$ cat config.mk
export PLATFORM = sky130hd
export DESIGN_NAME = instr_sequencer_4bit
export DESIGN_NICKNAME = d
export VERILOG_FILES = /design/src/rtl/instr_sequencer_4bit.sv
export SDC_FILE = /design/constraint.sdc
export NUM_CORES = 1
export LEC_CHECK = 0
export CORE_MARGIN = 1.5
export CORE_UTILIZATION = 50
export DETAILED_ROUTE_END_ITERATION = 10
export HOLD_SLACK_MARGIN = 0.06
export MAX_ROUTING_LAYER = met4
export PLACE_DENSITY = 0.73
export RECOVER_POWER = 100
export SYNTH_ARGS = -nofsm -noshare
export SYNTH_HDL_FRONTEND = slang
export SYNTH_SLANG_ARGS = --single-unit
$ cat constraint.sdc
create_clock -name clk -period 11.7 [get_ports clk]
set_input_delay 3.51 -clock clk [delete_from_list [all_inputs] [get_ports clk]]
set_output_delay 3.51 -clock clk [all_outputs]
set_load 0.005 [all_outputs]
$ cat src/rtl/instr_sequencer_4bit.sv
// Instruction sequencer for the 4-bit execute unit: loadable 16-word program memory,
// program counter, return stack, and one-issue-per-three-cycles FETCH/ISSUE/WAIT loop.
module instr_sequencer_4bit #(
    parameter int unsigned STACK_DEPTH = 4,
    parameter logic [3:0]  HALT_OP     = 4'b0000
) (
    input  logic        clk,
    input  logic        rst,
    input  logic        load_en,
    input  logic [3:0]  load_addr,
    input  logic [11:0] load_data,
    input  logic        run,
    input  logic        ZERO_FLAG,
    output logic [3:0]  instruction,
    output logic [3:0]  AX,
    output logic [3:0]  BX,
    output logic        SEQUENTIAL,
    output logic [3:0]  pc,
    output logic [2:0]  stack_pointer,
    output logic        halted,
    output logic        stack_error
);

    localparam logic [3:0] OP_JZ   = 4'b1011;
    localparam logic [3:0] OP_CALL = 4'b1110;
    localparam logic [3:0] OP_RET  = 4'b1111;

    typedef enum logic [2:0] {
        S_IDLE,
        S_FETCH,
        S_ISSUE,
        S_WAIT,
        S_HALT
    } state_t;

    state_t      state;
    state_t      state_nxt;
    logic [11:0] mem [16];
    logic [3:0]  stack [8];
    logic [3:0]  sp;
    logic [11:0] fetch_word;
    logic        stack_full;
    logic        stack_empty;
    logic        stack_fault;
    logic [2:0]  pop_idx;
    logic [3:0]  pc_inc;

    assign fetch_word  = mem[pc];
    assign stack_full  = (sp == 4'(STACK_DEPTH));
    assign stack_empty = (sp == 4'd0);
    assign pop_idx     = sp[2:0] - 3'd1;
    assign pc_inc      = pc + 4'd1;
    assign stack_fault = ((instruction == OP_CALL) && stack_full) ||
                         ((instruction == OP_RET)  && stack_empty);

    assign SEQUENTIAL    = (state != S_ISSUE);
    assign halted        = (state == S_HALT);
    assign stack_pointer = sp[2:0];

    always_ff @(posedge clk or posedge rst) begin
        if (rst) begin
            state <= S_IDLE;
        end else begin
            state <= state_nxt;
        end
    end

    always_comb begin
        state_nxt = state;
        case (state)
            S_IDLE, S_HALT: if (run && !load_en) state_nxt = S_FETCH;
            S_FETCH:        state_nxt = (fetch_word[11:8] == HALT_OP) ? S_HALT : S_ISSUE;
            S_ISSUE:        state_nxt = S_WAIT;
            S_WAIT:         state_nxt = stack_fault ? S_HALT : S_FETCH;
            default:        state_nxt = S_IDLE;
        endcase
    end

    // The output registers double as the instruction register; a fetched HALT word
    // is never latched so the last issued instruction stays visible while halted.
    always_ff @(posedge clk or posedge rst) begin
        if (rst) begin
            pc          <= '0;
            sp          <= '0;
            instruction <= '0;
            AX          <= '0;
            BX          <= '0;
            stack_error <= 1'b0;
            for (int unsigned i = 0; i < 16; i++) mem[i] <= {HALT_OP, 8'h00};
            for (int unsigned i = 0; i < 8; i++) stack[i] <= '0;
        end else begin
            case (state)
                S_IDLE: begin
                    if (load_en) mem[load_addr] <= load_data;
                end
                S_HALT: begin
                    if (load_en) begin
                        mem[load_addr] <= load_data;
                    end else if (run) begin
                        pc          <= '0;
                        sp          <= '0;
                        stack_error <= 1'b0;
                    end
                end
                S_FETCH: begin
                    if (fetch_word[11:8] != HALT_OP) begin
                        instruction <= fetch_word[11:8];
                        AX          <= fetch_word[7:4];
                        BX          <= fetch_word[3:0];
                    end
                end
                S_WAIT: begin
                    case (instruction)
                        OP_JZ: pc <= ZERO_FLAG ? AX : pc_inc;
                        OP_CALL: begin
                            if (stack_full) begin
                                stack_error <= 1'b1;
                            end else begin
                                stack[sp[2:0]] <= pc_inc;
                                sp             <= sp + 4'd1;
                                pc             <= AX;
                            end
                        end
                        OP_RET: begin
                            if (stack_empty) begin
                                stack_error <= 1'b1;
                            end else begin
                                sp <= sp - 4'd1;
                                pc <= stack[pop_idx];
                            end
                        end
                        default: pc <= pc_inc;
                    endcase
                end
                default: ;
            endcase
        end
    end

endmodule

==> results_dict.tcl <==
set metrics [dict create \
    dieHeight_um 155 \
    grt_max_degree 98 \
    h-tree-depth 1 \
    layout.cells.non_filler 1093 \
    io_pins 43 \
    post_cts_resized 0 \
    avgViaCountPerCell 6.08 \
    synth_seq_area_share_pct 53.6 \
    status "finished, violations left" \
    syn_inst 773 \
    final_common_cell "dfrtp_1" \
    hp-class "reg -> reg" \
    synth_edf_count 0 \
    syn_area_um2 11600 \
    grtUsageTotal_pct 22.3 \
    insertion_delay_ns 0.53 \
    dieArea_um2 24100 \
    synth_top_area_share_pct 53.6 \
    cp.buffers_inverters 2 \
    slew_violations 275 \
    layout_common_cells "247 x dfrtp_1, 222 x mux2_2, 58 x mux4_2" \
    io_buffers 42 \
    fin_nets 818 \
    n_antenna_cell 0 \
    areaGrowthSynthToFinish_pct 12.1 \
    synth-main-ff-cell "dfrtp_1" \
    ir_drop_mv 0.168 \
    post-route-period-util_pct 65.3 \
    clock_sinks 248 \
    cts-hold-fix-buffers 0 \
    reg2reg_to "BX[1]" \
    synthArstFlopShare_pct 100 \
    routed_wl_mm 24.7 \
    grt_pass1_vias 7065 \
    hold_viol_final 0 \
    drt_pass1_iterations 4 \
    cts_setup_buffers 0 \
    antenna_found_initial 0 \
    cp_slowest_stage_delay_ns 2.36 \
    r2r_slack_ns 6.11 \
    worstPathMaxFanout 52 \
    tightest_slew_ns 4.16 \
    remaining_drc_errors 0 \
    yosys_warnings 0 \
    clock.fmax_ghz 0.131 \
    p_leak_uw 0.00571 \
    yosys.area.top_type "dfrtp_1" \
    syn_area_per_cell_um2 15.0 \
    setup_violations 0 \
    drive_above_1_share_pct 40.0 \
    core_area_um2 22700 \
    cts-root-buf "clkbuf_16" \
    r2r_cells 7 \
    slew_headroom_pct -179 \
    gr-total-overflow 0 \
    worstSetupStartpoint "pc[1]" \
    grt_setup_unrepaired "false" \
    path_cells "clkbuf_1, clkdlybuf4s50_1" \
    endpoint "pc[1]" \
    ys_seq_elements 248 \
    start_util_pct 51.0 \
    critPathSlowestCell "clkbuf_1" \
    postRouteAntennaNets 0 \
    critical_path.startpoint_type "flip-flop" \
    r2r-start "pc[1]" \
    floorplan.rows 55 \
    cts_buffers 27 \
    synth_area_leaders "dfrtp_1 54%, mux2_2 21%, mux4_2 11%, clkbuf_1 1.5%, mux4_1 1.4%" \
    violations "max-capacitance violations, max-slew violations" \
    synthesis.nets 798 \
    cp-end-kind "output pin" \
    clock_path_buffers 3 \
    critPathTopFamily "buffers and inverters" \
    hpwl_mm 15.7 \
    cp.required_ns 8.19 \
    critPathKind "reg -> out" \
    wl_per_cell_um 22.6 \
    arrival_ns 4.13 \
    grt_pass1_wl_mm 40.3 \
    fin_skew_ns 0.0156 \
    first_iter_violations 322 \
    drv_cap 8 \
    tns_ns 0 \
    synth_cell_types 48 \
    min_period_ns 7.64 \
    cts_tree "yes" \
    path_clk_slew_ns 0.06 \
    fp.dieW_um 155 \
    crit_cells 2 \
    dp.cells 1049 \
    gp_congestion 0.847 \
    route.vias.total 6642 \
    power_density_nw_per_um2 254 \
    fillers 1722 \
]
-- flip-flops by register name (all words and copies together) (netlist names) --
name,cells
BX,4
stack_error,1
mem,192
stack,32
state,3
instruction,4
sp,4
AX,4
pc,4
-- metal layers --
| layer | GRT usage (%) | part of all wire, % | vias up |
|---|---|---|---|
| li1 | - | - | 2898 |
| met1 | 30.6 | 44 | 3540 |
| met2 | 34.6 | 48 | 169 |
| met3 | 4.12 | 5.8 | 35 |
| met4 | 5.85 | 2.0 | 0 |
| met5 | - | 0 | - |
-- kinds of logic after synthesis --
logic type / Yosys count / synth area share [%]
xor+xnor: 7 / 0.529
mux: 304 / 36.1
flops: 248 / 53.6
compound gates: 36 / 2.15
fa+ha+maj: 4 / 0.432
buf+inv: 75 / 2.85
simple gates: 99 / 4.38
-- worst min path at each step --
stage | cells after the start | endpoint | from
finish | 2 | stack_error | stack_error
global route | 1 | mem[131] | mem[131]
CTS | 1 | mem[131] | mem[131]
detailed placement | 1 | mem[131] | mem[131]
global placement | 1 | mem[178] | mem[178]
floorplan | 1 | mem[34] | mem[34]
-- worst reg2reg max path: stages (launching register included) --
cell and delay (ns):
dfrtp_2 0.33, clkbuf_1 2.36, mux4_2 0.70, a22oi_1 0.12, nand3_1 0.20, nor4_1 0.10, nor2b_1 1.20, mux2_2 0.44
-- cell usage after synthesis (2+ instances only) --
master,count
a211oi_1,3
o21ai_0,9
buf_1,4
nand3_1,14
mux2_4,8
nor3_1,7
a22o_1,4
inv_1,15
buf_4,3
buf_2,5
nand4_1,3
clkbuf_1,45
mux4_1,6
nand3b_1,4
nor2b_1,4
mux2_2,220
mux2i_1,12
nand2_1,23
or3_1,2
a21oi_1,6
and2_1,2
a22oi_1,4
buf_6,2
a21o_1,2
nor3b_1,2
mux4_2,58
xnor2_1,5
dfrtp_1,248
ha_1,4
nor2_1,22
nand2b_1,8
nand4b_1,2
xor2_1,2
-- final cells by class --
type,count,area (um^2),share of cell area (%)
clock buffer,37,733,5.64
sequential,248,6210,47.8
clock inverter,7,164,1.26
multi-input combinational,450,5010,38.6
timing repair buffer,51,462,3.55
inverter,15,57.6,0.443
tap,285,357,2.74
-- stage by stage --
stage | utilization [%] | setup WS, ns | cell area [um^2] | hold WS, ns | power [uW]
after floorplan | - | 1.38 | 11600 | 0.470 | 2170
after global placement | 53.7 | 5.67 | 12200 | 0.479 | 2400
after detailed placement | 53.7 | 5.57 | 12200 | 0.487 | 2470
after CTS | 57.6 | 5.94 | 13100 | 0.501 | 3350
after global routing | 57.2 | 3.80 | 13000 | 0.509 | 3470
final | 57.2 | 4.06 | 13000 | 0.494 | 3290
-- report_power, final --
part / switching (uW) / internal (uW) / leakage [uW] / total (uW)
registers: 228 / 1190 / 0.00318 / 1420
clock network: 326 / 543 / 0.000435 / 870
logic: 382 / 626 / 0.00209 / 1010
Power figures use the tool's default switching activity.
